[src/rtl/ysyx_24080006_pkg.sv]
// Shared types for the ysyx_24080006 core: stage records, IFU FSM encoding, AXI constants.
// IFU_PERF_EN / SOC_MODE / NPC_MODE select the optional fetch-address map helpers used by the IFU.
package ysyx_24080006_pkg;

    typedef struct packed {
        logic        valid;
        logic [31:0] pc;
        logic [31:0] dnpc;
        logic        jump;
        logic        branch;
        logic        flush;
    } stage_t;

    typedef struct packed {
        logic        valid;
        logic [31:0] pc;
        logic [31:0] inst;
        logic        fault;
    } fetch_t;

    typedef enum logic [1:0] {
        REQ      = 2'd0,
        RESP     = 2'd1,
        ISSUE    = 2'd2,
        WAIT_EXU = 2'd3
    } ifu_fsm_e;

    localparam logic [1:0] AXI_RESP_OKAY  = 2'b00;
    localparam logic [2:0] AXI_SIZE_4B    = 3'b010;
    localparam logic [1:0] AXI_BURST_INCR = 2'b01;

    localparam logic [31:0] FLASH_BASE = 32'h3000_0000;
    localparam logic [31:0] FLASH_LAST = 32'h3FFF_FFFF;
    localparam logic [31:0] SRAM_BASE  = 32'h0F00_0000;
    localparam logic [31:0] SRAM_LAST  = 32'h0FFF_FFFF;
    localparam logic [31:0] SDRAM_BASE = 32'hA000_0000;
    localparam logic [31:0] SDRAM_LAST = 32'hBFFF_FFFF;
    localparam logic [31:0] NPC_BASE   = 32'h8000_0000;
    localparam logic [31:0] NPC_LAST   = 32'h87FF_FFFF;

    function automatic logic in_range(input logic [31:0] addr, input logic [31:0] lo,
                                      input logic [31:0] hi);
        return (addr >= lo) && (addr <= hi);
    endfunction

endpackage

[src/rtl/ysyx_24080006_axi_if.sv]
// AXI4 bundle between a core-side master and the interconnect; all five channels are present
// even when a master only uses the read side.
interface ysyx_24080006_axi;

    logic        arvalid;
    logic        arready;
    logic [31:0] araddr;
    logic [3:0]  arid;
    logic [7:0]  arlen;
    logic [2:0]  arsize;
    logic [1:0]  arburst;

    logic        rvalid;
    logic        rready;
    logic [31:0] rdata;
    logic [1:0]  rresp;
    logic        rlast;
    logic [3:0]  rid;

    logic        awvalid;
    logic        awready;
    logic [31:0] awaddr;
    logic [3:0]  awid;
    logic [7:0]  awlen;
    logic [2:0]  awsize;
    logic [1:0]  awburst;

    logic        wvalid;
    logic        wready;
    logic [31:0] wdata;
    logic [3:0]  wstrb;
    logic        wlast;

    logic        bvalid;
    logic        bready;
    logic [1:0]  bresp;
    logic [3:0]  bid;

    modport master (
        output arvalid, araddr, arid, arlen, arsize, arburst,
        input  arready,
        input  rvalid, rdata, rresp, rlast, rid,
        output rready,
        output awvalid, awaddr, awid, awlen, awsize, awburst,
        input  awready,
        output wvalid, wdata, wstrb, wlast,
        input  wready,
        input  bvalid, bresp, bid,
        output bready
    );

    modport slave (
        input  arvalid, araddr, arid, arlen, arsize, arburst,
        output arready,
        output rvalid, rdata, rresp, rlast, rid,
        input  rready,
        input  awvalid, awaddr, awid, awlen, awsize, awburst,
        output awready,
        input  wvalid, wdata, wstrb, wlast,
        output wready,
        output bvalid, bresp, bid,
        input  bready
    );

endinterface

[src/rtl/ysyx_24080006_if_stage.sv]
// Serialised instruction fetch: REQ -> RESP -> ISSUE -> WAIT_EXU, one AXI read beat per loop.
// Defining IFU_PERF_EN adds fetch-latency counters and (SOC_MODE) a PC range check.
module ysyx_24080006_if_stage
    import ysyx_24080006_pkg::*;
#(
    parameter logic [31:0] RESET_PC = 32'h3000_0000,
    parameter logic [3:0]  AXI_ID   = 4'd0
) (
    input  logic             clock,
    input  logic             reset,
    input  stage_t           exu2ifu,
    output logic             ifu2exu_ready,
    output fetch_t           ifu2idu,
    input  logic             idu2ifu_ready,
    ysyx_24080006_axi.master axi_ifu
);

    ifu_fsm_e    state;
    ifu_fsm_e    state_next;
    logic [31:0] pc;

    logic ar_fire;
    logic r_fire;
    logic idu_fire;
    logic exu_fire;

    assign ar_fire  = axi_ifu.arvalid & axi_ifu.arready;
    assign r_fire   = (state == RESP) & axi_ifu.rvalid;
    assign idu_fire = (state == ISSUE) & ifu2idu.valid & idu2ifu_ready;
    assign exu_fire = (state == WAIT_EXU) & exu2ifu.valid;

    always_ff @(posedge clock or negedge reset) begin
        if (!reset) begin
            state <= REQ;
        end else begin
            state <= state_next;
        end
    end

    always_comb begin
        state_next = state;
        unique case (state)
            REQ:      if (ar_fire)  state_next = RESP;
            RESP:     if (r_fire)   state_next = ISSUE;
            ISSUE:    if (idu_fire) state_next = WAIT_EXU;
            WAIT_EXU: if (exu_fire) state_next = REQ;
            default:                state_next = REQ;
        endcase
    end

    always_ff @(posedge clock or negedge reset) begin
        if (!reset) begin
            pc      <= RESET_PC;
            ifu2idu <= '0;
        end else begin
            if (r_fire) begin
                ifu2idu.valid <= 1'b1;
                ifu2idu.pc    <= pc;
                ifu2idu.inst  <= axi_ifu.rdata;
                ifu2idu.fault <= (axi_ifu.rresp != AXI_RESP_OKAY);
            end else if (idu_fire) begin
                ifu2idu.valid <= 1'b0;
            end
            if (exu_fire) begin
                pc <= (exu2ifu.jump | exu2ifu.branch) ? exu2ifu.dnpc : pc + 32'd4;
            end
        end
    end

    assign ifu2exu_ready = (state == WAIT_EXU);

    // arvalid is gated by reset so the bus sees an idle master while reset is held.
    always_comb begin
        axi_ifu.arvalid = reset & (state == REQ);
        axi_ifu.araddr  = pc;
        axi_ifu.arid    = AXI_ID;
        axi_ifu.arlen   = 8'd0;
        axi_ifu.arsize  = AXI_SIZE_4B;
        axi_ifu.arburst = AXI_BURST_INCR;
        axi_ifu.rready  = (state == RESP);
        axi_ifu.awvalid = 1'b0;
        axi_ifu.awaddr  = 32'd0;
        axi_ifu.awid    = AXI_ID;
        axi_ifu.awlen   = 8'd0;
        axi_ifu.awsize  = AXI_SIZE_4B;
        axi_ifu.awburst = AXI_BURST_INCR;
        axi_ifu.wvalid  = 1'b0;
        axi_ifu.wdata   = 32'd0;
        axi_ifu.wstrb   = 4'd0;
        axi_ifu.wlast   = 1'b0;
        axi_ifu.bready  = 1'b1;
    end

    logic unused_inputs;
    assign unused_inputs = ^{axi_ifu.rlast, axi_ifu.rid, axi_ifu.awready, axi_ifu.wready,
                             axi_ifu.bvalid, axi_ifu.bresp, axi_ifu.bid, exu2ifu.flush,
                             exu2ifu.pc};

`ifdef IFU_PERF_EN
    logic [31:0] fetch_cycles;
    logic [31:0] fetch_last_cycles;
    logic [31:0] fetch_total;

    always_ff @(posedge clock or negedge reset) begin
        if (!reset) begin
            fetch_cycles      <= '0;
            fetch_last_cycles <= '0;
            fetch_total       <= '0;
        end else begin
            if (exu_fire) begin
                fetch_cycles <= '0;
            end else if (state == REQ || state == RESP) begin
                fetch_cycles <= fetch_cycles + 32'd1;
            end
            if (r_fire) begin
                fetch_last_cycles <= fetch_cycles;
                fetch_total       <= fetch_total + 32'd1;
            end
        end
    end

`ifdef SOC_MODE
    logic pc_legal;
    always_comb begin
        pc_legal = in_range(pc, FLASH_BASE, FLASH_LAST) | in_range(pc, SRAM_BASE, SRAM_LAST) |
                   in_range(pc, SDRAM_BASE, SDRAM_LAST);
`ifdef NPC_MODE
        pc_legal = pc_legal | in_range(pc, NPC_BASE, NPC_LAST);
`endif
    end

    always_ff @(posedge clock) begin
        if (reset && state == REQ && !pc_legal) begin
            $display("IFU: fetch address %h outside memory map", pc);
            $finish;
        end
    end
`endif
`endif

endmodule
[src/flat_wrapper.sv]
// flat-port wrapper written by rule: the top's interface ports become plain ports
module ysyx_24080006_if_stage_flat import ysyx_24080006_pkg::*;
#(
    parameter logic [31:0] RESET_PC = 32'h3000_0000,
    parameter logic [3:0]  AXI_ID   = 4'd0
)
  (clock, reset, exu2ifu, ifu2exu_ready, ifu2idu, idu2ifu_ready, axi_ifu_arvalid, axi_ifu_araddr, axi_ifu_arid, axi_ifu_arlen, axi_ifu_arsize, axi_ifu_arburst, axi_ifu_arready, axi_ifu_rvalid, axi_ifu_rdata, axi_ifu_rresp, axi_ifu_rlast, axi_ifu_rid, axi_ifu_rready, axi_ifu_awvalid, axi_ifu_awaddr, axi_ifu_awid, axi_ifu_awlen, axi_ifu_awsize, axi_ifu_awburst, axi_ifu_awready, axi_ifu_wvalid, axi_ifu_wdata, axi_ifu_wstrb, axi_ifu_wlast, axi_ifu_wready, axi_ifu_bvalid, axi_ifu_bresp, axi_ifu_bid, axi_ifu_bready);
  ysyx_24080006_axi axi_ifu_i ();
  input  logic clock;
  input  logic reset;
  input  stage_t exu2ifu;
  output logic ifu2exu_ready;
  output fetch_t ifu2idu;
  input  logic idu2ifu_ready;
  output wire logic [$bits(axi_ifu_i.arvalid)-1:0] axi_ifu_arvalid;
  output wire logic [$bits(axi_ifu_i.araddr)-1:0] axi_ifu_araddr;
  output wire logic [$bits(axi_ifu_i.arid)-1:0] axi_ifu_arid;
  output wire logic [$bits(axi_ifu_i.arlen)-1:0] axi_ifu_arlen;
  output wire logic [$bits(axi_ifu_i.arsize)-1:0] axi_ifu_arsize;
  output wire logic [$bits(axi_ifu_i.arburst)-1:0] axi_ifu_arburst;
  input wire logic [$bits(axi_ifu_i.arready)-1:0] axi_ifu_arready;
  input wire logic [$bits(axi_ifu_i.rvalid)-1:0] axi_ifu_rvalid;
  input wire logic [$bits(axi_ifu_i.rdata)-1:0] axi_ifu_rdata;
  input wire logic [$bits(axi_ifu_i.rresp)-1:0] axi_ifu_rresp;
  input wire logic [$bits(axi_ifu_i.rlast)-1:0] axi_ifu_rlast;
  input wire logic [$bits(axi_ifu_i.rid)-1:0] axi_ifu_rid;
  output wire logic [$bits(axi_ifu_i.rready)-1:0] axi_ifu_rready;
  output wire logic [$bits(axi_ifu_i.awvalid)-1:0] axi_ifu_awvalid;
  output wire logic [$bits(axi_ifu_i.awaddr)-1:0] axi_ifu_awaddr;
  output wire logic [$bits(axi_ifu_i.awid)-1:0] axi_ifu_awid;
  output wire logic [$bits(axi_ifu_i.awlen)-1:0] axi_ifu_awlen;
  output wire logic [$bits(axi_ifu_i.awsize)-1:0] axi_ifu_awsize;
  output wire logic [$bits(axi_ifu_i.awburst)-1:0] axi_ifu_awburst;
  input wire logic [$bits(axi_ifu_i.awready)-1:0] axi_ifu_awready;
  output wire logic [$bits(axi_ifu_i.wvalid)-1:0] axi_ifu_wvalid;
  output wire logic [$bits(axi_ifu_i.wdata)-1:0] axi_ifu_wdata;
  output wire logic [$bits(axi_ifu_i.wstrb)-1:0] axi_ifu_wstrb;
  output wire logic [$bits(axi_ifu_i.wlast)-1:0] axi_ifu_wlast;
  input wire logic [$bits(axi_ifu_i.wready)-1:0] axi_ifu_wready;
  input wire logic [$bits(axi_ifu_i.bvalid)-1:0] axi_ifu_bvalid;
  input wire logic [$bits(axi_ifu_i.bresp)-1:0] axi_ifu_bresp;
  input wire logic [$bits(axi_ifu_i.bid)-1:0] axi_ifu_bid;
  output wire logic [$bits(axi_ifu_i.bready)-1:0] axi_ifu_bready;
  assign axi_ifu_arvalid = axi_ifu_i.arvalid;
  assign axi_ifu_araddr = axi_ifu_i.araddr;
  assign axi_ifu_arid = axi_ifu_i.arid;
  assign axi_ifu_arlen = axi_ifu_i.arlen;
  assign axi_ifu_arsize = axi_ifu_i.arsize;
  assign axi_ifu_arburst = axi_ifu_i.arburst;
  assign axi_ifu_i.arready = axi_ifu_arready;
  assign axi_ifu_i.rvalid = axi_ifu_rvalid;
  assign axi_ifu_i.rdata = axi_ifu_rdata;
  assign axi_ifu_i.rresp = axi_ifu_rresp;
  assign axi_ifu_i.rlast = axi_ifu_rlast;
  assign axi_ifu_i.rid = axi_ifu_rid;
  assign axi_ifu_rready = axi_ifu_i.rready;
  assign axi_ifu_awvalid = axi_ifu_i.awvalid;
  assign axi_ifu_awaddr = axi_ifu_i.awaddr;
  assign axi_ifu_awid = axi_ifu_i.awid;
  assign axi_ifu_awlen = axi_ifu_i.awlen;
  assign axi_ifu_awsize = axi_ifu_i.awsize;
  assign axi_ifu_awburst = axi_ifu_i.awburst;
  assign axi_ifu_i.awready = axi_ifu_awready;
  assign axi_ifu_wvalid = axi_ifu_i.wvalid;
  assign axi_ifu_wdata = axi_ifu_i.wdata;
  assign axi_ifu_wstrb = axi_ifu_i.wstrb;
  assign axi_ifu_wlast = axi_ifu_i.wlast;
  assign axi_ifu_i.wready = axi_ifu_wready;
  assign axi_ifu_i.bvalid = axi_ifu_bvalid;
  assign axi_ifu_i.bresp = axi_ifu_bresp;
  assign axi_ifu_i.bid = axi_ifu_bid;
  assign axi_ifu_bready = axi_ifu_i.bready;
  ysyx_24080006_if_stage #(.RESET_PC(RESET_PC), .AXI_ID(AXI_ID)) u_core (.clock(clock), .reset(reset), .exu2ifu(exu2ifu), .ifu2exu_ready(ifu2exu_ready), .ifu2idu(ifu2idu), .idu2ifu_ready(idu2ifu_ready), .axi_ifu(axi_ifu_i));
endmodule
[config.mk]
export PLATFORM = sky130hd
export DESIGN_NAME = ysyx_24080006_if_stage_flat
export DESIGN_NICKNAME = d
export VERILOG_FILES = /design/src/rtl/ysyx_24080006_pkg.sv /design/src/rtl/ysyx_24080006_axi_if.sv /design/src/rtl/ysyx_24080006_if_stage.sv /design/src/flat_wrapper.sv
export SDC_FILE = /design/constraint.sdc
export NUM_CORES = 1
export LEC_CHECK = 0
export BUFFER_PORTS_ARGS = -buffer_cell sky130_fd_sc_hd__buf_2
export CAP_MARGIN = 20
export CELL_PAD_IN_SITES_DETAIL_PLACEMENT = 1
export CELL_PAD_IN_SITES_GLOBAL_PLACEMENT = 1
export CORE_AREA = 2 2 144 118
export CTS_CLUSTER_SIZE = 8
export DETAILED_ROUTE_END_ITERATION = 10
export DIE_AREA = 0 0 146 120
export PLACE_DENSITY_LB_ADDON = 0.25
export SLEW_MARGIN = 40
export SYNTH_ARGS = -nofsm -noshare
export SYNTH_HDL_FRONTEND = slang
export SYNTH_SLANG_ARGS = --single-unit
[constraint.sdc]
create_clock -name clock -period 3.95 [get_ports clock]
set_input_delay 0.9875 -clock clock [delete_from_list [all_inputs] [get_ports clock]]
set_output_delay 0.9875 -clock clock [all_outputs]
set_load 0.03 [all_outputs]
* Word level (Yosys, flattened, before mapping) *
Index checks and enable logic that the tools add are counted.

word-level totals
  register bits after elaboration = 100
  output and inout bits = 207
  input bits = 121
  word-level logic and storage cells = 33

cells by class
  mux-type cells = 8
  add/sub/neg operators = 1
  reduce and logical (&&, ||, !) cells = 4
  bitwise gates (word level) = 7
  equality and inequality tests = 7

operator list
  kind                                                   count
  adder 32 x 3 -> 32 bit, second input constant          1
  two-way mux 32 bit                                     1
  two-way mux 2 bit                                      4
  inequality test 2 x 1 -> 1 bit, second input constant  4
  one-hot mux 2 bit (4 select lines)                     1
  AND 1 bit                                              6
  == test 2 bit, second input constant                   2
  AND reduction 4 bit                                    1
  nonzero test 2 bit                                     2
  == test 2 x 1 -> 1 bit, second input constant          1
  zero test 2 bit                                        1
  two-way mux 1 bit                                      2
  bitwise OR 1 bit                                       1

* Logic depth before layout (Yosys ltp) *
Gate-level depths: netlist of run 1.

  word-level depth = 5
  depth in mapped cells = 7
  mapped depth without buffers = 7

* Least setup slack after synthesis of run 1 *
No wires, ideal clock.

  kind = input-to-output
  start point = input reset
  end point = output axi_ifu_arvalid
  buffers on the path = 0
  required time = 2.963 ns
  stages = 1
  path slack = 1.694 ns
  data arrival time = 1.269 ns
  cells stage by stage = and2_1

between the ends
  cells in the longest elaborated chain, start to end = 1

ends and longest elaborated chain
  what                RTL line                      RTL
  start: declaration  flat_wrapper.sv:10            input logic reset;
  AND 1 bit           ysyx_24080006_if_stage.sv:74  axi_ifu.arvalid = reset & (state == REQ);
  end: declaration    flat_wrapper.sv:15            output wire logic [$bits(axi_ifu_i.arvalid)-1:0] axi_ifu_arvalid;

Every way passes these cells.

* Final worst setup path of run 1 *
  start point = register u_core.state[1]
  end point = output axi_ifu_rready

between the ends
  cells in the longest elaborated chain, start to end = 1

ends and longest elaborated chain
  what                      RTL line                      RTL
  start: declaration        ysyx_24080006_if_stage.sv:18  ifu_fsm_e state;
  start signal: assignment  ysyx_24080006_if_stage.sv:36  state <= state_next;
  == test 2 x 1 -> 1 bit    ysyx_24080006_if_stage.sv:80  axi_ifu.rready = (state == RESP);
  end: declaration          flat_wrapper.sv:27            output wire logic [$bits(axi_ifu_i.rready)-1:0] axi_ifu_rready;

Every way passes these cells.

==> reports/qor.yml, run 1 <==
pwr:
  p_leak_nw: 3.07
  power_mw: 5.77
  ir_drop_uv: 432
  p_per_area_nw_per_um2: 899
grt:
  grt_pass1_vias: 4200
  grt_max_degree: 71
  gr-usage-all-layers_pct: 17.2
  antenna_found_initial: 1
  grt-ovfl-total: 0
  grt_pass1_wl_mm: 23.7
sta:
  rsz0062_at_grt: "no"
  hold_violations: 0
  fin_crit_sh_pct: 62.4
  finalSetupViolations: 0
  tns_ps: 0
  period_minus_slack_ps: 2460
  slew_violations: 0
  setup_slack_ps: 1490
  relSlewSlack_pct: 49.6
  worst_pin_slew_ps: 756
  skew_ps: 9.72
  fmax_mhz: 406
clock_network:
  clkSlewWorstSetupHoldPaths_ps: 80
  root_buffer: "clkbuf_16"
  clk_latency_ps: 360
  postCtsSetupRepairBufs: 0
  cts.sinks: 100
  cts_resized: 0
  cts_buffers: 9
  cts_tree: "done"
  h-tree-depth: 3
  clockBufferDepth: 2
  cts_hold_buf: 0
placed_design:
  dpl.hpwl_mm: 11.1
  pre_cts_slack_ps: 1260
  port_buffers: 174
  place_inst: 889
  routabilityCongestion: 0.799
synthesis:
  synth_cell_types: 47
  synthFlopType: "dfrtp_1"
  synth.most_common_cell: "buf_4"
  synthesis.area_um2: 5400
  syn_area_per_cell_um2: 10.5
  synth_top_area_cell: "dfrtp_1"
  synth_top_area_share_pct: 45.4
  synthCells: 513
  ys_top_cells_by_count: "buf_4 (106), dfrtp_1 (98), mux2_2 (61)"
  async_flop_share_pct: 100
  synth_top_cells_by_area: "dfrtp_1 (45%), buf_4 (15%), mux2_2 (13%)"
  synth_edf_count: 0
  yosysWarningCount: 0
  yosys_register_bits: 100
  ys_seq_area_share_pct: 46.4
floorplanning:
  io_pins: 328
  dieWidth_um: 146
  initial_core_util_pct: 33.4
  placeableCoreArea_um2: 16200
  dieHeight_um: 120
  die_area_um2: 17500
  rows: 42
detailed_routing:
  vias: 4136
  drt_iter0_drc: 170
  detail_route.wl_per_cell_um: 16.6
  drc_errors: 0
  dr.pass1.iters: 4
  drt-total-wl_mm: 15.0
  avgViaCountPerCell: 4.57
  antenna_left: 0
hold_path:
  hp-class: "flop to flop"
finish:
  insertedDiodeCount: 0
  final_nets: 807
  layout-drive-gt1-share_pct: 39.4
  final_cell_count_no_fill: 905
  layout-area-overhead-vs-synth_pct: 18.7
run_status:
  outcome: "complete, no violations"
worst_setup_path:
  crit_type: "flop to output pin"
  arrival_ps: 1480
  cp-start-kind: "flop"
  end_kind: "output pin"
  path_max_fanout: 4
  required_ps: 2960
job:
  max_cap_violations: 0
worst paths after layout:
| kind | from | slack, ps | to | cells past startpoint |
|---|---|---|---|---|
| setup / recovery | u_core.state[1] | 1490 | axi_ifu_rready | 3 |
| hold / removal | u_core.ifu2idu[60] | 490 | u_core.ifu2idu[60] | 2 |
| setup reg to reg | u_core.axi_ifu.araddr[7] | 1640 | u_core.axi_ifu.araddr[23] | 5 |
| hold reg to reg | u_core.ifu2idu[60] | 490 | u_core.ifu2idu[60] | 2 |
| max in group asynchronous | reset | 2050 | u_core.axi_ifu.araddr[2] | 3 |
| min in group asynchronous | reset | 790 | u_core.ifu2idu[53] | 2 |
critical path, stage by stage (launching register included):
cell	delay [ps]
dfrtp_1	400
inv_1	140
ha_1	330
buf_2	250
through the flow:
step | hold WS [ps] | instance area [um^2] | utilization, %
final | 492 | 6410 | 39.6
after floorplan | 577 | 5790 | -
after global placement | 467 | 6090 | 37.6
after CTS | 493 | 6410 | 39.6
after global routing | 516 | 6410 | 39.6
after detailed placement | 474 | 6100 | 37.7
kinds of logic after synthesis:
logic type                 after synthesis  synth area share (%)
buffers and inverters                  136                  17.5
DFF                                    100                  46.4
adders and majority gates                6                  1.39
other                                    2                 0.139
and+or+nand+nor                        119                  11.5
muxes                                   61                  12.7
AOI/OAI and AO/OA                       89                  10.4
cell usage in the layout (no fill, tap or decap), types with 4 or more instances in the layout:
cell type / n
clkbuf_16: 9
o21ai_0: 14
buf_2: 173
dfrtp_1: 98
buf_4: 8
mux2_2: 61
nor2_1: 23
nand3_1: 13
ha_1: 6
o22ai_1: 16
nand4_1: 13
inv_1: 7
inv_8: 4
nor3_1: 7
conb_1: 106
a2bb2oi_1: 7
a21oi_1: 32
nand2_1: 40
registers in the layout, indices dropped and copies added (netlist names):
name and flops:
u_core.ifu2idu 66, u_core.axi_ifu.araddr 32, u_core.state 2
per-layer routing:
metal,global-route usage [%],wire (um),up-vias
met4,4.49,168,2
li1,-,-,1931
met3,4.64,956,13
met2,28.7,7240,138
met5,0,13,-
met1,22.3,6620,2052
power breakdown:
part	total, mW	switching, mW	internal [mW]
clock	0.951	0.442	0.510
combinational	2.82	1.91	0.911
sequential	1.99	0.460	1.53
total	5.77	2.81	2.95
layout make-up:
| type | count | area, um^2 |
|---|---|---|
| fill | 1896 | 9770 |
| tap | 220 | 275 |
| sequential | 100 | 2500 |
| timing repair buffer | 181 | 926 |
| multi-input combinational | 381 | 2370 |
| inverter | 7 | 26.3 |
| clock buffer | 9 | 225 |
| clock inverter | 7 | 90.1 |
No activity file was read; power rests on OpenSTA's default activity.
==> run 2: changes to the inputs <==
Settings changed: CORE_AREA 2 2 144 118 to 2 2 159 130, DIE_AREA 0 0 146 120 to 0 0 161 132.
Clock period 3.95 ns to 2.05 ns, I/O delays scaled along.
==> run 2 against run 1 <==
Compared with the run above:
- global-route usage down 1.8 points
- die area is 21% higher
- largest power group unchanged
- hold slack worse by 270 ps
- total power increased by 100%
- critical path depth rose by 3
- via count is 4.0% higher
- largest cell class unchanged
==> reports/qor.yml, run 2 (same netlist as run 1, synthesis figures left out) <==
pwr:
  p_int_mw: 6.19
  sw_frac_of_total_pct: 46.9
  power_mw: 11.7
  p_per_area_nw_per_um2: 1720
  pwr-share-seq_pct: 31.0
  power.switching_mw: 5.47
  clkPwrFrac_pct: 16.5
  power_frac_comb_pct: 52.5
  ir_drop_uv: 495
  p_leak_nw: 3.24
placed_design:
  port_buffers: 174
  dpl.hpwl_mm: 12.5
  pre_cts_slack_ps: 121
  routabilityCongestion: 0.791
worst_setup_path:
  worstReg2RegStart: "u_core.axi_ifu.araddr[2]"
  arrival_ps: 2200
  path_max_fanout: 5
  critPathBufInv: 1
  cp_cell_sequence: "nand3_1, buf_4, nor4_4, or4b_4, a21oi_1, a2bb2oi_1"
  required_ps: 2310
  cp-start-kind: "flop"
  end_kind: "flop"
  startpoint: "u_core.axi_ifu.araddr[2]"
  cpMaxStageDelayCell: "or4b_4"
  cp_slowest_stage_delay_ps: 500
  crit_type: "flop to flop"
  critPathTopFamily: "simple AND/OR/NAND/NOR gates"
sta:
  hold_violations: 0
  finalSetupViolations: 0
  skew_ps: 11.5
  whs_ps: 217
  fmax_mhz: 515
  fin_crit_sh_pct: 94.6
  tns_ps: 0
  slew_violations: 0
  worst_pin_slew_ps: 583
  period_minus_slack_ps: 1940
  setup_slack_ps: 110
  rsz0062_at_grt: "no"
  relSlewSlack_pct: 61.1
floorplanning:
  dieWidth_um: 161
  io_pins: 328
  placeableCoreArea_um2: 19600
  initial_core_util_pct: 27.6
  dieHeight_um: 132
  rows: 46
  die_area_um2: 21300
finish:
  layout-drive-gt1-share_pct: 43.9
  final_util_pct: 34.7
  final_nets: 839
  final_common_cell: "buf_2"
  insertedDiodeCount: 0
  layout-area-overhead-vs-synth_pct: 25.7
  largest_register_ffs: 66
  most-common-layout-cells: "buf_2 (173), conb_1 (106), dfrtp_1 (87)"
  largest-register: "u_core.ifu2idu"
job:
  max_cap_violations: 0
detailed_routing:
  drc_errors: 0
  antenna_left: 0
  drt-total-wl_mm: 16.3
  dr.pass1.iters: 5
  detail_route.wl_per_cell_um: 16.6
  vias: 4301
  drt_iter0_drc: 161
  avgViaCountPerCell: 4.38
grt:
  use_met2_pct: 25.7
  grt_pass1_wl_mm: 25.7
  gr-usage-all-layers_pct: 15.4
  grt_util_met3_pct: 3.90
  grt.met1_usage_pct: 19.6
  grt_pass1_vias: 4497
  antenna_found_initial: 3
  grt_busiest_layer: "met2"
  grt_max_degree: 101
  grt-ovfl-total: 0
clock_network:
  cts_tree: "done"
  postCtsSetupRepairBufs: 0
  clockBufferDepth: 2
  clkSlewWorstSetupHoldPaths_ps: 70
  cts.sinks: 100
  root_buffer: "clkbuf_16"
  h-tree-depth: 3
  cts_buffers: 9
  clk_latency_ps: 350
run_status:
  outcome: "complete, no violations"
hold_path:
  hp-class: "input port to async pin"
run 2: cell types whose count changed in the layout (fill, tap and decap cells not counted), sizes merged:
| cell | change |
|---|---|
| buf | +32 |
| bufinv | +1 |
| clkbuf | +2 |
| clkinv | +1 |
| clkinvlp | -1 |
| inv | -3 |
run 2: repair_timing:
action / 4_1_cts / 5_1_grt
setup endpoints to repair: 0 / 4
gates resized for setup: 0 / 2
hold buffers: 0 / 0
run 2: area by class of cell:
cell class,instances,area [um^2]
tap,264,330
clock inverter,5,81.3
sequential,100,2520
inverter,7,26.3
fill,2282,12800
clock buffer,11,253
timing repair buffer,213,1220
multi-input combinational,381,2370
run 2: routing by layer:
metal	vias to the layer above	share of wire (%)
met5	-	0.067
met4	2	1.6
met3	19	5.9
met2	136	49
met1	2149	43
li1	1995	-
run 2: path summary, 6_finish.rpt:
| path | to | slack (ps) | cells past startpoint |
|---|---|---|---|
| max | u_core.axi_ifu.araddr[23] | 110 | 6 |
| max reg2reg | u_core.axi_ifu.araddr[23] | 110 | 6 |
| min in group clock | u_core.axi_ifu.araddr[0] | 350 | 3 |
| min | u_core.state[1] | 220 | 2 |
| min reg2reg | u_core.ifu2idu[56] | 490 | 2 |
| max in group asynchronous | u_core.axi_ifu.araddr[2] | 1340 | 2 |
run 2: power by group through the flow:
stage	clock (mW)	combinational, mW	sequential (mW)
final	1.92	6.13	3.61
after global routing	2.07	6.54	3.77
after floorplan	0	2.22	5.57
after global placement	0	6.05	3.59
after CTS	2.00	6.21	3.63
after detailed placement	0	6.20	3.66
run 2: stage by stage:
step	cell area (um^2)	instances
2_1_floorplan	5810	617
3_3_place_gp	6450	965
3_5_place_dp	6450	965
4_1_cts	6780	981
5_1_grt	6790	981
6_report	6790	981
